## src/rtl/half_subtractor_reg.sv

```systemverilog
// -----------------------------------------------------------------------------
// half_subtractor_reg
//
// Registered, bit-parallel half subtractor. Each of the WIDTH lanes computes
// a - b on single bits and produces a difference and a borrow. There is no
// borrow chain between lanes; wider subtractors are built above this cell.
// A valid qualifier tracks accepted inputs. A saturating counter records how
// many accepted cycles had at least one lane borrowing.
//
// Parameters
//   WIDTH       number of independent 1-bit lanes (>= 1)
//   CNT_W       width of the borrow-event counter (>= 2)
//
// Ports
//   clk         system clock; all state changes on the rising edge
//   rst_n       synchronous active-low reset; takes priority over all inputs
//   in_valid    a/b are accepted at this edge when high
//   a           minuend bits, one per lane
//   b           subtrahend bits, one per lane
//   cnt_clr     synchronous clear of borrow_cnt (an increment in the same
//               cycle is applied after the clear)
//   d           registered difference per lane (held while in_valid is low)
//   b_out       registered borrow per lane (held while in_valid is low)
//   out_valid   high for exactly one cycle per accepted input
//   borrow_cnt  saturating count of accepted cycles with any lane borrowing
// -----------------------------------------------------------------------------
module half_subtractor_reg #(
  parameter int WIDTH = 1,
  parameter int CNT_W = 16
) (
  input  logic             clk,
  input  logic             rst_n,
  input  logic             in_valid,
  input  logic [WIDTH-1:0] a,
  input  logic [WIDTH-1:0] b,
  input  logic             cnt_clr,
  output logic [WIDTH-1:0] d,
  output logic [WIDTH-1:0] b_out,
  output logic             out_valid,
  output logic [CNT_W-1:0] borrow_cnt
);

  localparam logic [CNT_W-1:0] CNT_ZERO = {CNT_W{1'b0}};
  localparam logic [CNT_W-1:0] CNT_ONE  = {{(CNT_W-1){1'b0}}, 1'b1};
  localparam logic [CNT_W-1:0] CNT_MAX  = {CNT_W{1'b1}};

  logic [WIDTH-1:0] diff_s;
  logic [WIDTH-1:0] borrow_s;
  logic             any_borrow_s;
  logic             count_hit_s;
  logic [CNT_W-1:0] cnt_base_s;
  logic [CNT_W-1:0] cnt_next_s;

  logic [WIDTH-1:0] d_r;
  logic [WIDTH-1:0] b_out_r;
  logic             out_valid_r;
  logic [CNT_W-1:0] borrow_cnt_r;

  // Per-lane half subtractor: difference is XOR, borrow when a=0 and b=1.
  always_comb begin
    diff_s       = a ^ b;
    borrow_s     = ~a & b;
    any_borrow_s = |borrow_s;
    count_hit_s  = in_valid & any_borrow_s;
  end

  // Counter next value: clear first, then a saturating increment on top.
  always_comb begin
    cnt_base_s = borrow_cnt_r;
    cnt_next_s = borrow_cnt_r;
    if (cnt_clr) begin
      cnt_base_s = CNT_ZERO;
    end else begin
      cnt_base_s = borrow_cnt_r;
    end
    // CNT_W >= 2 guarantees a cleared counter is never at saturation, so a
    // clear plus a borrow always lands on 1.
    if (count_hit_s && (cnt_base_s != CNT_MAX)) begin
      cnt_next_s = cnt_base_s + CNT_ONE;
    end else begin
      cnt_next_s = cnt_base_s;
    end
  end

  // Result, valid and counter registers with synchronous active-low reset.
  always_ff @(posedge clk) begin
    if (!rst_n) begin
      d_r          <= {WIDTH{1'b0}};
      b_out_r      <= {WIDTH{1'b0}};
      out_valid_r  <= 1'b0;
      borrow_cnt_r <= CNT_ZERO;
    end else begin
      out_valid_r  <= in_valid;
      borrow_cnt_r <= cnt_next_s;
      if (in_valid) begin
        d_r     <= diff_s;
        b_out_r <= borrow_s;
      end else begin
        // Results are held, not cleared, across idle cycles.
        d_r     <= d_r;
        b_out_r <= b_out_r;
      end
    end
  end

  assign d          = d_r;
  assign b_out      = b_out_r;
  assign out_valid  = out_valid_r;
  assign borrow_cnt = borrow_cnt_r;

endmodule

```

## config.mk

```make
export PLATFORM = sky130hd
export DESIGN_NAME = half_subtractor_reg
export DESIGN_NICKNAME = d
export VERILOG_FILES = /design/src/rtl/half_subtractor_reg.sv
export SDC_FILE = /design/constraint.sdc
export NUM_CORES = 1
export LEC_CHECK = 0
export ABC_AREA = 1
export CAP_MARGIN = 20
export CORE_MARGIN = 2
export CORE_UTILIZATION = 40
export DETAILED_ROUTE_END_ITERATION = 10
export PLACE_DENSITY = 0.71
export SLEW_MARGIN = 40
export SYNTH_ARGS = -nofsm -noshare
export SYNTH_HDL_FRONTEND = slang
export SYNTH_SLANG_ARGS = --single-unit
```

## constraint.sdc

```tcl
create_clock -name clk -period 2.9 [get_ports clk]
set_clock_uncertainty 0.1 [all_clocks]
set_input_delay 0.435 -clock clk [delete_from_list [all_inputs] [get_ports clk]]
set_output_delay 0.435 -clock clk [all_outputs]
set_load 0.02 [all_outputs]
```

==> results.json, run 1 <==
{
  "synth_top_area_cell": "dfxtp_1",
  "coreArea_um2": 2980,
  "fmax_ghz": 0.463,
  "rsz0062_at_grt": "no",
  "finalSetupViolations": 0,
  "fin_cells": 246,
  "final_cell_mix": "nor2_1 (41), nand2_1 (39), inv_1 (25)",
  "wire_per_inst_um": 11.2,
  "num_vias": 1199,
  "synth_top_area_frac": 0.310,
  "synthMuxAreaShare": 0,
  "port_buffers": 24,
  "fin_crit_sh": 0.745,
  "gp_congestion": 0.868,
  "fin_setup_tns_ns": 0,
  "cp-start-kind": "input port",
  "cp_data_required_time_ns": 3.01,
  "place_area_um2": 1440,
  "slew_headroom": 0.576,
  "postCtsSetupBuffers": 0,
  "arrival_ns": 2.27,
  "drc": 0,
  "cts_resized": 0,
  "rows": 20,
  "track_usage": 0.168,
  "synth.area.top_cells": "dfxtp_1 (31%), nor2_1 (13%), nand2_1 (12%)",
  "grt_max_degree": 19,
  "drt_wl_total_um": 2750,
  "yosys_warnings": 0,
  "cts_made_buffers": 3,
  "worstSetupPathType": "in -> reg",
  "final_util": 0.493,
  "status": "finished clean",
  "syn_inst": 190,
  "ys_types": 22,
  "dieArea_um2": 3530,
  "async_flop_share": 0,
  "clockBufferDepth": 2,
  "cts.sinks": 19,
  "cts_tree": "done",
  "ioPinCount": 25,
  "whs_path_depth": 2,
  "min_path_type": "reg -> reg",
  "synth-simple-area-share": 0.453,
  "area_growth_pct": 19.6,
  "max-vdd-ir-drop_mv": 0.158,
  "final_area_um2": 1470,
  "yosys.area_share.xor_xnor": 0,
  "antenna_found_initial": 0,
  "worst_slew_pin_slew_ns": 0.634,
  "final_common_cell": "nor2_1",
  "postCtsHoldBufs": 0,
  "path_max_fanout": 16,
  "hpwl_um": 2060,
  "clkTransAtPathRegs_ns": 0.12,
  "drive_above_1_share": 0.113,
  "die_h_um": 59.4,
  "synth_compound_area_frac": 0.0804,
  "max_cap_violations": 0,
  "synth_area_um2": 1230,
  "power_density_nw_per_um2": 306,
  "fp.dieW_um": 59.4,
  "ys_seq_elements": 19,
  "num_antenna_cells": 0,
  "syn_avg_cell_area_um2": 6.47,
  "rr_worst_depth": 9,
  "grt.overflow.total": 0,
  "slew_viol_final": 0,
  "dp.cells": 242,
  "cts_max_level": 1,
  "start_util": 0.413,
  "fill_cells": 299,
  "drt_first_iter_violations": 36,
  "grt_pass1_wl_um": 4600,
  "hold_viol_final": 0,
  "firstDrtPassIters": 5,
  "synth_top_family_by_area": "simple AND/OR/NAND/NOR gates",
  "period_minus_slack_ns": 2.16,
  "synth-edff-count": 0,
  "clock_latency_ns": 0.30,
  "final_antenna_net_count": 0,
  "synthFlopType": "dfxtp_1",
  "synth-seq-area-share": 0.310,
  "grt_pass1_vias": 1056,
  "crit_path_end_kind": "flop",
  "p_leak_uw": 0.000621,
  "root_buffer": "clkbuf_4",
  "viasPerCell": 4.87,
  "synthAdderAreaFrac": 0.0102,
  "nets": 221,
  "synth_nets": 197
}
## metrics by stage
| step | total power [uW] | hold WS, ns | worst slack [ns] |
|---|---|---|---|
| 6_report | 450 | 0.377 | 0.738 |
| 3_3_place_gp | 311 | 0.358 | 0.447 |
| 4_1_cts | 455 | 0.382 | 0.741 |
| 5_1_grt | 468 | 0.405 | 0.586 |
| 2_1_floorplan | 301 | 0.424 | 1.24 |
| 3_5_place_dp | 311 | 0.352 | 0.417 |
## worst max-delay path, stage by stage
cell             delay (ns)
clkdlybuf4s50_1        0.65
inv_8                  0.23
nand3_2                0.12
nor2_1                 0.22
nand3_1                0.19
nor2_1                 0.21
nand3_2                0.09
nand2_1                0.06
nor2_1                 0.05
## logic make-up after synthesis
family | Yosys count
buf+inv | 33
flops | 19
simple gates | 119
compound gates | 18
fa+ha+maj | 1
## Yosys cell counts, types with 2 or more instances
cell type	number
inv_2	2
dfxtp_1	19
nand4_1	2
nor2_1	41
nor2_4	2
nand2_1	39
nor2_2	3
nand2_2	4
buf_6	3
a21oi_1	14
nor3_1	2
inv_1	25
nand3_1	19
a21oi_2	2
nand3_2	5
nand2_4	2
## final timing paths
kind	start	endpoint	slack [ns]
max	cnt_clr	borrow_cnt[13]	0.74
min	b_out	b_out	0.38
max reg2reg	borrow_cnt[7]	borrow_cnt[13]	1.30
min reg2reg	b_out	b_out	0.38
## per-layer routing
layer / track usage / routed length (um) / vias up
met5: 0 / 0 / -
met4: 0.0487 / 25 / 0
met3: 0.0240 / 122 / 4
met2: 0.259 / 1170 / 26
met1: 0.242 / 1440 / 527
li1: - / - / 642
## power breakdown
group	leakage, uW	internal [uW]	switching (uW)
Clock	0.0000150	53.6	90.9
Sequential	0.000154	264	1.45
Combinational	0.000452	16.6	23.4
Total	0.000621	334	116
## state kept, by name, indices dropped and copies added (netlist names)
name	flops
borrow_cnt	16
b_out	1
d	1
out_valid	1
## cell type report
cell class | instances | area (um2) | area share
Sequential cell | 19 | 380 | 0.259
Timing Repair Buffer | 24 | 240 | 0.164
Inverter | 28 | 113 | 0.0767
Clock buffer | 4 | 26.3 | 0.0179
Tap cell | 33 | 41.3 | 0.0281
Multi-Input combinational cell | 138 | 668 | 0.455
No activity file was read; power rests on OpenSTA's default activity.
==> run 2, diff against run 1 <==
Settings changed: PLACE_DENSITY 0.71 to 0.73.
Clock period 2.9 ns to 1.9 ns, I/O delays scaled along.
==> run 2 against run 1 <==
Against the previous run: final cell count is 9.8% higher; design area rose by 13%; worst setup slack lost 0.60 ns.
==> results.json, run 2 (synthesized netlist as in run 1, its figures left out) <==
{
  "reg2reg_from": "borrow_cnt[1]",
  "firstDrtPassIters": 4,
  "grt_use_met2": 0.305,
  "grt_util_met1": 0.252,
  "rows": 20,
  "drive_above_1_share": 0.211,
  "grtUsageMet3": 0.0197,
  "rr_endpoint": "borrow_cnt[8]",
  "status": "finished clean",
  "final_antenna_net_count": 0,
  "finalSetupViolations": 0,
  "period_minus_slack_ns": 1.76,
  "slew_headroom": 0.806,
  "fin_setup_tns_ns": 0,
  "final_common_cell": "nor2_1",
  "crit_chain": "clkdlybuf4s50_1",
  "slew_viol_final": 0,
  "fmax_ghz": 0.569,
  "cts.sinks": 19,
  "root_buffer": "clkbuf_4",
  "rr_worst_depth": 7,
  "cts_made_buffers": 3,
  "fp.dieW_um": 59.4,
  "hpwl_um": 2300,
  "cts_max_level": 1,
  "drc": 0,
  "num_vias": 1286,
  "gp_congestion": 0.924,
  "hold_end": "b_out",
  "cp-start-kind": "flop",
  "worstPathBufferInverterCount": 1,
  "arrival_ns": 1.37,
  "crit_family": "buffers and inverters",
  "power_density_nw_per_um2": 419,
  "grt.overflow.total": 0,
  "fill_cells": 292,
  "worstSetupPathType": "reg -> out",
  "drt_first_iter_violations": 28,
  "cp_data_required_time_ns": 1.51,
  "viasPerCell": 4.76,
  "port_buffers": 24,
  "num_antenna_cells": 0,
  "grt_pass1_wl_um": 4990,
  "hold_viol_final": 0,
  "grt_pass1_vias": 1175,
  "coreArea_um2": 2980,
  "dieArea_um2": 3530,
  "crit_path_end_kind": "output pin",
  "final_util": 0.555,
  "busiest_layer": "met2",
  "clkTransAtPathRegs_ns": 0.11,
  "max_cap_violations": 0,
  "final_cell_mix": "nor2_1 (40), nand2_1 (39), inv_1 (25)",
  "path_max_fanout": 4,
  "drt_wl_total_um": 3000,
  "cpPeakStageDelay_ns": 0.63,
  "fin_crit_sh": 0.925,
  "p_leak_uw": 0.000742,
  "nets": 245,
  "clockBufferDepth": 2,
  "start_util": 0.413,
  "whs_ns": 0.385,
  "rsz0062_at_grt": "no",
  "cts_tree": "done",
  "r2r_setup_slack_ns": 0.37,
  "clock_latency_ns": 0.31,
  "grt_max_degree": 19,
  "antenna_found_initial": 0,
  "ioPinCount": 25,
  "max-vdd-ir-drop_mv": 0.356,
  "worst_slew_pin_slew_ns": 0.291,
  "whs_path_depth": 2,
  "postCtsHoldBufs": 0,
  "crit_slowest_cell": "clkdlybuf4s50_1",
  "track_usage": 0.188,
  "largest_reg_flops": 16,
  "area_growth_pct": 34.5,
  "die_h_um": 59.4,
  "hold_start": "b_out",
  "min_path_type": "reg -> reg",
  "wire_per_inst_um": 11.1
}
## run 2: worst max path at each step
| stage | startpoint | end | slack (ns) | depth (start not counted) |
|---|---|---|---|---|
| 2_1_floorplan | borrow_cnt[5] | borrow_cnt[11] | 0.34 | 8 |
| 3_3_place_gp | cnt_clr | borrow_cnt[13] | -0.17 | 9 |
| 3_5_place_dp | cnt_clr | borrow_cnt[13] | -0.23 | 9 |
| 4_1_cts | cnt_clr | borrow_cnt[13] | 0.12 | 9 |
| 5_1_grt | cnt_clr | borrow_cnt[11] | 0.01 | 12 |
| 6_report | borrow_cnt[5] | borrow_cnt[5] | 0.14 | 1 |
## run 2: area by class of cell
type | instances | area, um2 | share of cell area
multi-input cells | 138 | 671 | 0.406
clock inverters | 1 | 5.00 | 0.00303
inverters | 28 | 113 | 0.0681
repair buffers | 48 | 420 | 0.254
flip-flops and latches | 19 | 380 | 0.230
clock buffers | 3 | 22.5 | 0.0136
well taps | 33 | 41.3 | 0.0250
## run 2: report_power, final
| group | switching (uW) | internal, uW |
|---|---|---|
| Sequential | 2.33 | 403 |
| Clock | 135 | 78.8 |
| Combinational | 39.4 | 34.6 |
## run 2: through the flow
step | worst slack [ns] | total power, uW | instance area, um2 | std cells
2_1_floorplan | 0.343 | 460 | 1230 | 190
6_report | 0.142 | 693 | 1650 | 270
3_5_place_dp | -0.229 | 488 | 1620 | 266
4_1_cts | 0.117 | 707 | 1650 | 270
3_3_place_gp | -0.167 | 487 | 1620 | 266
5_1_grt | 0.0111 | 732 | 1650 | 270
## run 2: what timing repair did
item	4_1_cts	5_1_grt
setup endpoints to repair	0	3
resized for setup	0	1
buffers inserted	0	0
hold endpoints to repair	0	0
## run 2: per-layer routing
metal,vias to the layer above,part of all wire
met4,0,0.017
met5,-,0
li1,691,-
met2,19,0.48
met3,5,0.024
met1,571,0.48
